### config.mk
export PLATFORM = sky130hd
export DESIGN_NAME = lot_occupancy
export DESIGN_NICKNAME = d
export VERILOG_FILES = /design/src/rtl/lot_pkg.sv /design/src/rtl/occupancy_counter.sv /design/src/rtl/lot_occupancy.sv
export SDC_FILE = /design/constraint.sdc
export NUM_CORES = 1
export LEC_CHECK = 0
export ABC_AREA = 1
export ABC_CLOCK_PERIOD_IN_PS = 1900
export CAP_MARGIN = 20
export CORE_ASPECT_RATIO = 0.7
export CORE_MARGIN = 4
export CORE_UTILIZATION = 47
export DETAILED_ROUTE_END_ITERATION = 6
export GPL_TIMING_DRIVEN = 0
export PLACE_DENSITY = 0.81
export SYNTH_ARGS = -nofsm -noshare
export SYNTH_HDL_FRONTEND = slang
export SYNTH_SLANG_ARGS = --single-unit
### constraint.sdc
create_clock -name clk -period 1.9 [get_ports clk]
set_clock_uncertainty 0.05 [all_clocks]
set_input_delay 0.285 -clock clk [delete_from_list [all_inputs] [get_ports clk]]
set_output_delay 0.285 -clock clk [all_outputs]
set_load 0.02 [all_outputs]
### src/rtl/lot_pkg.sv
// Shared definitions for the parking-lot occupancy tracker: the FSM state
// encoding, the occupancy count width and the default lot capacity.
package lot_pkg;

    localparam int COUNT_W          = 8;
    localparam int DEFAULT_CAPACITY = 16;

    typedef enum logic [2:0] {
        IDLE   = 3'd0,
        EN1    = 3'd1,
        EN2    = 3'd2,
        EN3    = 3'd3,
        EX1    = 3'd4,
        EX2    = 3'd5,
        EX3    = 3'd6,
        RESYNC = 3'd7
    } state_t;

endpackage

### src/rtl/occupancy_counter.sv
// Saturating occupancy counter: counts up on inc and down on dec, holding at
// CAPACITY and at zero. full/empty are decoded directly from the count.
module occupancy_counter
    import lot_pkg::*;
#(
    parameter int CAPACITY = DEFAULT_CAPACITY
) (
    input  logic               clk,
    input  logic               reset,
    input  logic               inc,
    input  logic               dec,
    output logic [COUNT_W-1:0] count,
    output logic               full,
    output logic               empty
);

    localparam logic [COUNT_W-1:0] CAP_V = COUNT_W'(CAPACITY);

    logic [COUNT_W-1:0] r_count;

    // Occupancy register: saturates at both ends instead of wrapping.
    always_ff @(posedge clk) begin
        if (!reset) begin
            r_count <= '0;
        end else if (inc && (r_count != CAP_V)) begin
            r_count <= r_count + 1'b1;
        end else if (dec && (r_count != '0)) begin
            r_count <= r_count - 1'b1;
        end
    end

    assign count = r_count;
    assign full  = (r_count == CAP_V);
    assign empty = (r_count == '0);

endmodule

### src/rtl/lot_occupancy.sv
// Parking-lot occupancy tracker. Two beam sensors (a = outer, b = inner) feed
// a Moore FSM that recognises complete entry/exit sequences, tolerates cars
// backing out, and falls into RESYNC on impossible input changes.
// Optional feature macro: LOT_OCCUPANCY_ERR_EN adds err (pulse on each RESYNC
// entry) and err_seen (sticky until reset).
module lot_occupancy
    import lot_pkg::*;
#(
    parameter int CAPACITY = DEFAULT_CAPACITY
) (
    input  logic               clk,
    input  logic               reset,
    input  logic               a,
    input  logic               b,
    output logic               enter,
    output logic               exit,
    output logic [COUNT_W-1:0] count,
    output logic               full,
    output logic               empty
`ifdef LOT_OCCUPANCY_ERR_EN
    ,
    output logic               err,
    output logic               err_seen
`endif
);

    state_t      r_state;
    state_t      w_state_next;
    logic [1:0]  w_ab;
    logic        w_enter_next;
    logic        w_exit_next;
    logic        r_enter;
    logic        r_exit;

    assign w_ab         = {a, b};
    assign w_enter_next = (r_state == EN3) && (w_ab == 2'b00);
    assign w_exit_next  = (r_state == EX3) && (w_ab == 2'b00);

    // State register and registered one-cycle entry/exit pulses.
    always_ff @(posedge clk) begin
        if (!reset) begin
            r_state <= IDLE;
            r_enter <= 1'b0;
            r_exit  <= 1'b0;
        end else begin
            r_state <= w_state_next;
            r_enter <= w_enter_next;
            r_exit  <= w_exit_next;
        end
    end

    // Next-state decode: hold on unchanged input, step forward/back on a
    // single-bit change along a path, anything else is a sensor glitch.
    always_comb begin
        w_state_next = r_state;
        case (r_state)
            IDLE: case (w_ab)
                2'b00:   w_state_next = IDLE;
                2'b10:   w_state_next = EN1;
                2'b01:   w_state_next = EX1;
                default: w_state_next = RESYNC;
            endcase
            EN1: case (w_ab)
                2'b10:   w_state_next = EN1;
                2'b11:   w_state_next = EN2;
                2'b00:   w_state_next = IDLE;
                default: w_state_next = RESYNC;
            endcase
            EN2: case (w_ab)
                2'b11:   w_state_next = EN2;
                2'b01:   w_state_next = EN3;
                2'b10:   w_state_next = EN1;
                default: w_state_next = RESYNC;
            endcase
            EN3: case (w_ab)
                2'b01:   w_state_next = EN3;
                2'b00:   w_state_next = IDLE;
                2'b11:   w_state_next = EN2;
                default: w_state_next = RESYNC;
            endcase
            EX1: case (w_ab)
                2'b01:   w_state_next = EX1;
                2'b11:   w_state_next = EX2;
                2'b00:   w_state_next = IDLE;
                default: w_state_next = RESYNC;
            endcase
            EX2: case (w_ab)
                2'b11:   w_state_next = EX2;
                2'b10:   w_state_next = EX3;
                2'b01:   w_state_next = EX1;
                default: w_state_next = RESYNC;
            endcase
            EX3: case (w_ab)
                2'b10:   w_state_next = EX3;
                2'b00:   w_state_next = IDLE;
                2'b11:   w_state_next = EX2;
                default: w_state_next = RESYNC;
            endcase
            RESYNC: begin
                if (w_ab == 2'b00) begin
                    w_state_next = IDLE;
                end
            end
            default: w_state_next = RESYNC;
        endcase
    end

    assign enter = r_enter;
    assign exit  = r_exit;

    // The counter updates on the same edge that raises the pulse, so count
    // and enter/exit change together.
    occupancy_counter #(
        .CAPACITY (CAPACITY)
    ) u_counter (
        .clk   (clk),
        .reset (reset),
        .inc   (w_enter_next),
        .dec   (w_exit_next),
        .count (count),
        .full  (full),
        .empty (empty)
    );

`ifdef LOT_OCCUPANCY_ERR_EN
    logic w_resync_entry;
    logic r_err;
    logic r_err_seen;

    assign w_resync_entry = (w_state_next == RESYNC) && (r_state != RESYNC);

    // Error pulse on each fresh RESYNC entry, plus a sticky flag.
    always_ff @(posedge clk) begin
        if (!reset) begin
            r_err      <= 1'b0;
            r_err_seen <= 1'b0;
        end else begin
            r_err      <= w_resync_entry;
            r_err_seen <= r_err_seen | w_resync_entry;
        end
    end

    assign err      = r_err;
    assign err_seen = r_err_seen;
`endif

endmodule

==> results.txt <==
Library cells used by synthesis = 29
Global-route wire length before repair = 5706 um
Period utilization = 107.9%
Die area = 3243 um^2
Hold WS = 0.2585 ns
Core Box Area = 2207 um^2
Total CTS buffers = 3
Sequential share of the synthesized area = 23.21%
Leakage = 0.7673 nW
CTS max path bufs = 2
R2r setup slk = -0.15 ns
Asr flop ratio synth = 0%
Setup CP Type = reg2reg
Syn avg cell area = 6.713 um^2
Worst Path Arrival = 2.19 ns
Top-Level Pins = 16
Drt via density = 5.869
Req. time, crit path = 2.04 ns
CTS Sinks = 13
Clock slew at reported path FFs = 0.09 ns
Most used DFF post-synth = dfxtp_1
ANT nets after route = 0
PwrDens = 738.4 nW/um^2
Crit. End Element = register
Die Y = 48.86 um
TritonCTS clock tree = built
Synth Cell Area = 1121 um^2
Initial core utilization = 50.79%
Type of the worst min-delay path = in2reg
Failing checks = setup timing
Initial DRC count = 117
Hold Path Sink = u_counter.count[7]$_SDFFE_PN0P_
Number of global-route vias before repair = 1,244
Reg2reg path depth = 13
Syn Nets = 186
Fin. max-slew vios = 0
Antenna diodes = 0
Slew HR = 81.10%
Rows = 14
Gr usage total = 22.34%
# port buffers = 14
Least-Margin Pin Slew = 0.2824 ns
Cells on Worst Hold Path = 3
Vias = 1,385
Final setup fails = 5
Max cap viols = 0
Mapped Cells = 167
Reg2reg end = u_counter.count[6]$_SDFFE_PN0P_
WL per Instance = 16.31 um
Overall Power = 1.245 mW
Final worst setup slack = -0.1502 ns
VDD IR-drop max = 464.6 uV
GRT overflow = 0
Launching point of the worst reg2reg path = u_counter.count[6]$_SDFFE_PN0P_
Worst skew pair latency = 0.29 ns
DRC = 0
Proportion of layout cells with a drive suffix above 1 = 40.69%
Post-CTS Hold Buffers = 0
Chip width = 66.38 um
Antenna violations before repair = 0
Htree depth = 1
Post-synth EDFFs = 0
Minimum clock period = 2.050 ns
Largest net degree at the start of global routing = 11
1st-pass router iterations = 5
Status = complete, but fails checks
Synth Warn # = 0
Final GP Congestion = 0.9096
Area grow syn2layout = 50.45%
Post-DP HPWL = 1933 um
Hold Crit Start = reset
RSZ-0062 raised after global routing = yes
Drt total wl = 3850 um
Endpoints failing hold = 0
CP startpoint kind = register
CTS Root Cell = clkbuf_4
Nets@finish = 224
#FFs+latches synth = 13
Max frequency = 487.8 MHz
CP max FO = 4
worst max path at each step:
stage,startpoint,to,slack (ns)
floorplan,b,u_counter.count[7]$_SDFFE_PN0P_,-0.06
global placement,a,u_counter.count[6]$_SDFFE_PN0P_,-0.81
detailed placement,a,u_counter.count[6]$_SDFFE_PN0P_,-0.83
CTS,u_counter.count[1]$_SDFFE_PN0P_,u_counter.count[5]$_SDFFE_PN0P_,-0.02
global route,u_counter.count[6]$_SDFFE_PN0P_,u_counter.count[7]$_SDFFE_PN0P_,-0.26
finish,u_counter.count[6]$_SDFFE_PN0P_,u_counter.count[6]$_SDFFE_PN0P_,-0.15
metrics by stage:
step           setup slack, ns  utilization, %  std cells  area (um^2)   TNS, ns
2_1_floorplan         -0.06166               -        167         1171   -0.1056
3_3_place_gp           -0.8080           61.22        213         1351    -4.545
3_5_place_dp           -0.8284           61.22        213         1351    -4.884
4_1_cts               -0.02297           72.39        230         1598  -0.02868
5_1_grt                -0.2582           76.42        236         1687    -1.043
6_report               -0.1502           76.42        236         1687   -0.6308
layout by cell type, fill, tap and decap left out, types with 7 or more instances in the layout:
cell             instances
nor2_1                  25
nand2_1                 22
inv_1                   15
buf_4                   15
clkdlybuf4s50_1         10
o21ai_0                  9
ha_1                     9
nand3_1                  8
nand2_2                  8
dfxtp_2                  7
layout make-up:
type,instances,area (um^2)
fillers,142,520.5
well taps,32,40.04
repair buffers,32,279.0
plain buffers,2,16.27
multi-input cells,130,949.7
flip-flops and latches,13,284.0
inverters,23,91.34
clock buffers,4,26.28
registers in the layout (all words and copies together), names as in the netlist:
register and cells:
r_state 3, exit 1, u_counter.count 8, enter 1
where the power goes:
group | total (mW) | internal, mW | leakage [nW] | switching, mW
sequential | 0.376 | 0.323 | 0.112 | 0.0532
combinational | 0.686 | 0.279 | 0.641 | 0.407
clock | 0.183 | 0.0819 | 0.0150 | 0.101
synthesized netlist by cell type (2+ instances only):
cell	n	share of area, %
ha_1	14	16
inv_1	20	6.7
a21oi_1	6	2.7
nand3_1	12	5.4
a31oi_1	2	1.1
nand4_1	4	2.2
o21ai_0	10	4.5
nor3_1	4	1.8
nor2_2	3	1.7
nor2_1	28	9.4
inv_2	2	0.67
dfxtp_1	13	23
xor2_1	2	1.6
o21ai_1	2	0.89
nand3_2	2	1.8
nand2_1	30	10
kinds of logic (layout without fill, tap and decap cells):
| group | Yosys count | count (layout) | synth area share, % |
|---|---|---|---|
| and+or+nand+nor | 87 | 87 | 35.27 |
| buffers and inverters | 25 | 61 | 9.040 |
| AOI/OAI and AO/OA | 24 | 25 | 12.72 |
| adders and majority gates | 15 | 15 | 17.41 |
| DFF | 13 | 13 | 23.21 |
| xor gates and xnor gates | 3 | 3 | 2.344 |
metal layers:
metal / vias to the layer above / GRT usage, % / routed length, um
li1: 625 / - / -
met1: 653 / 30.80 / 1620
met4: 0 / 4.730 / 151
met5: - / 0 / 0
met2: 80 / 34.60 / 1722
met3: 27 / 5.991 / 356
worst max-delay path, stage by stage (launching register included):
cell and delay (ns):
dfxtp_4 0.37, nor2_4 0.14, nand3_4 0.12, o21ai_4 0.22, buf_6 0.17, ha_4 0.22
nand2_1 0.08, inv_1 0.06, nand4_1 0.11, nand3_1 0.11, nand2_1 0.09, nand2_1 0.06
nor2_2 0.09, nor2_1 0.05
what timing repair did:
action                                  in CTS  in global routing
pin swaps                                   14                 13
gates resized for setup                     35                 20
buffers inserted                            12                  6
endpoints found under the setup margin       9                  7
cloned                                       1                  0
(Power assumes the default switching activity.)
